--- config.mk ---
export PLATFORM = sky130hd
export DESIGN_NAME = ifetch_bram_flat
export DESIGN_NICKNAME = d
export VERILOG_FILES = /design/src/rtl/ifetch_bram_if.sv /design/src/rtl/ifetch_bram.sv /design/src/flat_wrapper.sv
export SDC_FILE = /design/constraint.sdc
export NUM_CORES = 1
export LEC_CHECK = 0
export ABC_AREA = 1
export CORE_ASPECT_RATIO = 1.5
export CORE_UTILIZATION = 38
export CTS_CLUSTER_DIAMETER = 30
export DETAILED_ROUTE_END_ITERATION = 7
export GPL_TIMING_DRIVEN = 0
export HOLD_SLACK_MARGIN = 0.08
export PLACE_DENSITY = 0.72
export SKIP_LAST_GASP = 1
export SYNTH_ARGS = -nofsm -noshare
export SYNTH_HDL_FRONTEND = slang
export SYNTH_SLANG_ARGS = --single-unit
--- constraint.sdc ---
create_clock -name clk -period 4.4 [get_ports clk]
set_input_delay 0.44 -clock clk [delete_from_list [all_inputs] [get_ports clk]]
set_output_delay 0.44 -clock clk [all_outputs]
set_load 0.05 [all_outputs]
--- src/rtl/ifetch_bram_if.sv ---
// Fetch-stage bus: hazard-unit controls, execute-stage redirect, BRAM port and IF/ID outputs.
interface ifetch_bram_if;
    logic        StallF;
    logic        StallD;
    logic        FlushD;
    logic [1:0]  PCSrcE;
    logic [31:0] PCTargetE;
    logic [31:0] ALUResultE;
    logic [31:0] ImemAddr;
    logic [31:0] ImemRdata;
    logic [31:0] PCF;
    logic [31:0] InstrD;
    logic [31:0] PCD;
    logic [31:0] PCPlus4D;
    logic        ValidD;

    modport slave (
        input  StallF, StallD, FlushD, PCSrcE, PCTargetE, ALUResultE, ImemRdata,
        output ImemAddr, PCF, InstrD, PCD, PCPlus4D, ValidD
    );

    modport master (
        output StallF, StallD, FlushD, PCSrcE, PCTargetE, ALUResultE, ImemRdata,
        input  ImemAddr, PCF, InstrD, PCD, PCPlus4D, ValidD
    );
endinterface

--- src/rtl/ifetch_bram.sv ---
// Instruction fetch with a synchronous-read BRAM and an IF/ID register that can
// hold the BRAM word across stalls.
//   state   | meaning
//   S_EMPTY | bubble in decode, InstrD = NOP_INSTR
//   S_LIVE  | InstrD comes straight from the BRAM read data
//   S_HELD  | stalled, InstrD comes from the hold register
module ifetch_bram #(
    parameter logic [31:0] RESET_PC  = 32'h0000_0000,
    parameter logic [31:0] NOP_INSTR = 32'h0000_0013
) (
    input  logic          clk,
    input  logic          reset,
    ifetch_bram_if.slave  bus
);

    typedef enum logic [1:0] {
        S_EMPTY = 2'd0,
        S_LIVE  = 2'd1,
        S_HELD  = 2'd2
    } state_t;

    state_t      r_state;
    state_t      w_state_next;
    logic [31:0] r_pcf;
    logic [31:0] r_pcd;
    logic [31:0] r_hold;
    logic [31:0] w_pc_plus4;
    logic [31:0] w_pc_next;
    logic        w_load_pc;
    logic        w_capture_d;
    logic        w_capture_hold;

    assign w_pc_plus4 = r_pcf + 32'd4;
    // A redirect must win over a fetch stall, otherwise the branch is lost.
    assign w_load_pc  = !bus.StallF || bus.PCSrcE[0];

    always_comb begin
        w_pc_next = w_pc_plus4;
        case (bus.PCSrcE)
            2'b01:   w_pc_next = bus.PCTargetE;
            2'b11:   w_pc_next = {bus.ALUResultE[31:1], 1'b0};
            default: w_pc_next = w_pc_plus4;
        endcase
    end

    always_comb begin
        w_state_next   = r_state;
        w_capture_d    = 1'b0;
        w_capture_hold = 1'b0;
        if (bus.FlushD) begin
            w_state_next = S_EMPTY;
        end else if (bus.StallD) begin
            if (r_state == S_LIVE) begin
                w_state_next   = S_HELD;
                w_capture_hold = 1'b1;
            end
        end else begin
            w_state_next = S_LIVE;
            w_capture_d  = 1'b1;
        end
    end

    always_ff @(posedge clk or posedge reset) begin
        if (reset) begin
            r_state <= S_EMPTY;
        end else begin
            r_state <= w_state_next;
        end
    end

    always_ff @(posedge clk or posedge reset) begin
        if (reset) begin
            r_pcf  <= RESET_PC;
            r_pcd  <= 32'd0;
            r_hold <= 32'd0;
        end else begin
            if (w_load_pc) begin
                r_pcf <= w_pc_next;
            end
            if (w_capture_d) begin
                r_pcd <= r_pcf;
            end
            if (w_capture_hold) begin
                r_hold <= bus.ImemRdata;
            end
        end
    end

    assign bus.ImemAddr = r_pcf;
    assign bus.PCF      = r_pcf;
    assign bus.PCD      = r_pcd;
    assign bus.PCPlus4D = r_pcd + 32'd4;
    assign bus.ValidD   = (r_state != S_EMPTY);

    always_comb begin
        case (r_state)
            S_LIVE:  bus.InstrD = bus.ImemRdata;
            S_HELD:  bus.InstrD = r_hold;
            default: bus.InstrD = NOP_INSTR;
        endcase
    end

endmodule

--- src/flat_wrapper.sv ---
// flat-port wrapper written by rule: the top's interface ports become plain ports
module ifetch_bram_flat 
#(
    parameter logic [31:0] RESET_PC  = 32'h0000_0000,
    parameter logic [31:0] NOP_INSTR = 32'h0000_0013
)
  (clk, reset, bus_StallF, bus_StallD, bus_FlushD, bus_PCSrcE, bus_PCTargetE, bus_ALUResultE, bus_ImemRdata, bus_ImemAddr, bus_PCF, bus_InstrD, bus_PCD, bus_PCPlus4D, bus_ValidD);
  ifetch_bram_if bus_i ();
  input  logic clk;
  input  logic reset;
  input wire logic [$bits(bus_i.StallF)-1:0] bus_StallF;
  input wire logic [$bits(bus_i.StallD)-1:0] bus_StallD;
  input wire logic [$bits(bus_i.FlushD)-1:0] bus_FlushD;
  input wire logic [$bits(bus_i.PCSrcE)-1:0] bus_PCSrcE;
  input wire logic [$bits(bus_i.PCTargetE)-1:0] bus_PCTargetE;
  input wire logic [$bits(bus_i.ALUResultE)-1:0] bus_ALUResultE;
  input wire logic [$bits(bus_i.ImemRdata)-1:0] bus_ImemRdata;
  output wire logic [$bits(bus_i.ImemAddr)-1:0] bus_ImemAddr;
  output wire logic [$bits(bus_i.PCF)-1:0] bus_PCF;
  output wire logic [$bits(bus_i.InstrD)-1:0] bus_InstrD;
  output wire logic [$bits(bus_i.PCD)-1:0] bus_PCD;
  output wire logic [$bits(bus_i.PCPlus4D)-1:0] bus_PCPlus4D;
  output wire logic [$bits(bus_i.ValidD)-1:0] bus_ValidD;
  assign bus_i.StallF = bus_StallF;
  assign bus_i.StallD = bus_StallD;
  assign bus_i.FlushD = bus_FlushD;
  assign bus_i.PCSrcE = bus_PCSrcE;
  assign bus_i.PCTargetE = bus_PCTargetE;
  assign bus_i.ALUResultE = bus_ALUResultE;
  assign bus_i.ImemRdata = bus_ImemRdata;
  assign bus_ImemAddr = bus_i.ImemAddr;
  assign bus_PCF = bus_i.PCF;
  assign bus_InstrD = bus_i.InstrD;
  assign bus_PCD = bus_i.PCD;
  assign bus_PCPlus4D = bus_i.PCPlus4D;
  assign bus_ValidD = bus_i.ValidD;
  ifetch_bram #(.RESET_PC(RESET_PC), .NOP_INSTR(NOP_INSTR)) u_core (.clk(clk), .reset(reset), .bus(bus_i));
endmodule
### Word level (Yosys, flattened, before mapping)

Cells that the tools add are included.

* output and inout port bits: 161
* input bits: 103
* flip-flop bits (word level): 98
* word-level logic and storage cells: 24

* add/subtract/negate cells: 2
* multiplexer cells: 10
* reduce and logical (&&, ||, !) cells: 3
* eq/ne operators: 5

Operator list (count)
* 32-bit one-hot mux with 2 select lines: 2
* 32-bit by 3-bit adder with 32-bit output (second input constant): 2
* 2-bit two-way mux: 3
* 1-bit two-way mux: 5
* 2-bit by 1-bit == test with 1-bit output (second input constant): 2
* 2-bit == test (second input constant): 2
* 3-bit by 1-bit inequality test with 1-bit output (second input constant): 1
* 2-bit nonzero test: 1
* 1-bit logical NOT: 1
* 1-bit logical OR: 1

### Longest topological paths before layout

* depth in word-level cells: 4
* gate-level depth with buffers: 10
* mapped depth without buffers: 10

### Least setup slack after synthesis

Ideal clock, no wire load.

* path kind: register -> output
* start: register u_core.r_pcd[2] (netlist: u_core.bus.PCD[2])
* end: output port bus_PCPlus4D[26]
* required time: 3960 ps
* setup slack: 1529 ps
* data arrival time: 2431 ps
* cell stages (with the launch flop): 7
* path buffers: 0
* path through: dfrtp_1 > ha_1 > nand3_1 > nor2_2 > nand3_1 > nor3_1 > xor2_1

* word-level cells in the longest chain between the ends: 1

RTL lines
* from (decl): RTL line ifetch_bram.sv:25 `logic [31:0] r_pcd;`
* from (signal assigned): RTL line ifetch_bram.sv:81 `r_pcd <= r_pcf;`
* 32-bit by 3-bit adder with 32-bit output: RTL line ifetch_bram.sv:92 `assign bus.PCPlus4D = r_pcd + 32'd4;`
* to (decl): RTL line flat_wrapper.sv:22 `output wire logic [$bits(bus_i.PCPlus4D)-1:0] bus_PCPlus4D;`

No other way between the ends.

### Worst setup path in the final report

Same ends and word-level chain as after synthesis.

==> metrics.cfg <==
[run_status]
outcome=finished, final reports clean

[power_and_ir_drop]
leakagePower_nw=4.128
p_int_mw=2.139
seq_power_share_pct=32.9
ir_drop_uv=185.3
power.density_mw_per_mm2=399.7
clockPowerShare_pct=21.7
pwr-share-comb_pct=45.4
switching_share_pct=44.36
p_sw_mw=1.706

[worst_setup_path]
worst_path_most_repeated_cell=nand3_1
cpPeakStageDelay_ps=840
crit_family=simple AND/OR/NAND/NOR gates
crit_chain=ha_1 -> nand3_1 -> nor2_2 -> nand3_1 -> nor3_1 -> xor2_1 -> clkdlybuf4s50_1
critical_path_cell_count=7
crit_path_end_kind=primary output
worstPathArrival_ps=3080
critPathSlowestCell=clkdlybuf4s50_1
worst_ep_required_time_ps=3960
timing.rr.end=u_core.bus.ImemAddr[12]
rr_worst_depth=9
path_max_fanout=5
endpoint=bus_PCPlus4D[26]
startpoint_type=flop
reg2reg_slack_ps=2420
critPathLaunch=u_core.bus.PCD[2]
r2r_start=u_core.bus.ImemAddr[3]
path_buf_inv=1
critPathKind=flop to primary output

[synthesis]
syn_inst=911
synthArstFlopShare_pct=100.0
yosysWarnings=0
synth.distinct_cells=36
synth.avg_cell_area_um2=7.024
seq_area_frac_synth_pct=38.33
syn-num-nets=1019
yosys.area.top_type=dfrtp_1
yosys-top-cells-area=dfrtp_1 38%, nand2_1 18%, a21oi_1 5.3%
synthFlopType=dfrtp_1
syn_area_mm2=0.006399
synth_top_area_share_pct=38.33
ys_ff_latch=98
synth_edf_count=0

[route]
avgRoutedWirePerCell_um=16.37
drtIter0Drc=362
vias=6953
wl_met3_um=1382
top_layer_used=met4
vias_per_cell=4.981
ant_nets=0
drc=0
dr_wl_met2_um=12370
dr.pass1.iters=5
wl_met1_um=8096
wl_um=22850

[floorplanning]
die_x_um=108.0
num_io_pins=264
start_util_pct=39.18
die_height_um=160.9
die_area_mm2=0.01737
core.rowCount=57
core_area_mm2=0.01633

[min_path]
hold_class=input port to async pin

[grt]
grt_max_degree=65
grt_pass1_vias=6710
track_usage_pct=26.25
grt_overflow=0
grt_pass1_wl_um=34740
antenna_found_initial=0

[timing]
fin_skew_ps=9.523
rsz0062_at_grt=false
finalCriticalPeriod_ps=3516
setup_viol=0
fin_crit_sh_pct=79.90
finalHoldViolCount=0
timing.hold.ws_ps=465.5
finalMaxSlewViolations=0
worst_slew_pin_slew_ps=641.7
fmax_ghz=0.2844
finalSetupTns_ps=0
slew-limit-headroom_pct=57.22

[final_layout]
final_common_cell=nand2_1
layout-drive-gt1-share_pct=8.319
post-route-util_pct=58.90
area_delta_synth_final_pct=50.33
antenna_cells=0
layout_common_cells=308 x nand2_1, 262 x clkdlybuf4s50_1, 98 x dfrtp_1, 82 x nor2_1, 71 x inv_1
layout.nets=1293

[clock_tree]
cts_resized=0
cts_tree=done
cts.path.max_buffers=2
insertion_delay_ps=360
root_buffer=clkbuf_16
cts_buffers=9
clock-sinks=98
clkTransAtPathRegs_ps=70
htreeDepth=3
post_cts_buffers=0
cts-hold-fix-buffers=0

[placed_design]
numPortBuffers=262
gp_congestion=0.9109
hpwl_um=18330

[flow_run]
cap_viol_max_count=0

-- power by group through the flow --
stage / Clock, mW / Combinational (mW) / Sequential [mW]
5_1_grt: 0.894 / 1.83 / 1.29
4_1_cts: 0.848 / 1.75 / 1.26
3_3_place_gp: 0 / 1.73 / 1.27
3_5_place_dp: 0 / 1.75 / 1.28
2_1_floorplan: 0 / 0.839 / 1.53
6_report: 0.834 / 1.75 / 1.27
-- stage by stage --
stage                     power [mW]  setup WS [ps]  cell area [um^2]  cells
after CTS                      3.864          859.9              9619   1396
after global routing           4.019          743.0              9619   1396
final                          3.845          884.4              9619   1396
after floorplan                2.365           1398              6399    911
after global placement         3.007         -238.5              9279   1379
after detailed placement       3.028           1244              9309   1380
-- cells in the mapped netlist, types with 5 or more instances --
library cell,n
buf_4,35
nand2_1,308
inv_2,5
xor2_1,31
ha_1,5
nor2_1,82
nand3b_1,5
nand4_1,9
clkbuf_1,21
inv_1,72
a21oi_1,68
nor2_2,9
o211ai_1,8
nor3_1,16
a31oi_1,8
buf_2,5
nand3_1,31
dfrtp_1,98
mux2_2,17
o21ai_0,48
-- metal layers --
metal | track usage [%] | up-vias
li1 | - | 3434
met1 | 27.30 | 3169
met2 | 49.74 | 287
met3 | 4.221 | 63
met4 | 12.52 | 0
met5 | 0 | -
-- how the worst min path moves through the flow --
stage	end	from
final	u_core.r_hold[16]	reset
after global routing	u_core.r_hold[16]	reset
after CTS	u_core.r_hold[16]	reset
after detailed placement	u_core.r_hold[24]	u_core.r_hold[24]
after global placement	u_core.r_hold[23]	u_core.r_hold[23]
after floorplan	u_core.r_hold[15]	u_core.r_hold[15]
-- kinds of logic after synthesis --
kind of cell,after synthesis,synth area share [%]
fa+ha+maj,5,0.9777
xor+xnor,32,4.380
flops,98,38.33
mux,17,2.992
buf+inv,145,10.89
simple gates,472,30.39
compound gates,142,12.05
-- worst reg2reg max path: cells and delay by family, from the launching register on --
family / cells / cell delay (ps)
fa+ha+maj: 1 / 240
compound gates: 1 / 170
flops: 1 / 500
simple gates: 7 / 1000
-- area by class of cell --
class	instances	area, um^2
Buffer	67	404.1
Clock buffer	9	225.2
Clock inverter	7	85.08
Fill cell	1535	6713
Inverter	78	295.3
Multi-Input combinational cell	668	3249
Sequential cell	98	2452
Tap cell	206	257.7
Timing Repair Buffer	263	2650
-- state kept, by name, summed over array words and instances, names as in the netlist --
register,cells
u_core.r_hold,32
u_core.r_state,2
u_core.bus.PCD,32
u_core.bus.ImemAddr,32
No activity file was read; power rests on OpenSTA's default activity.
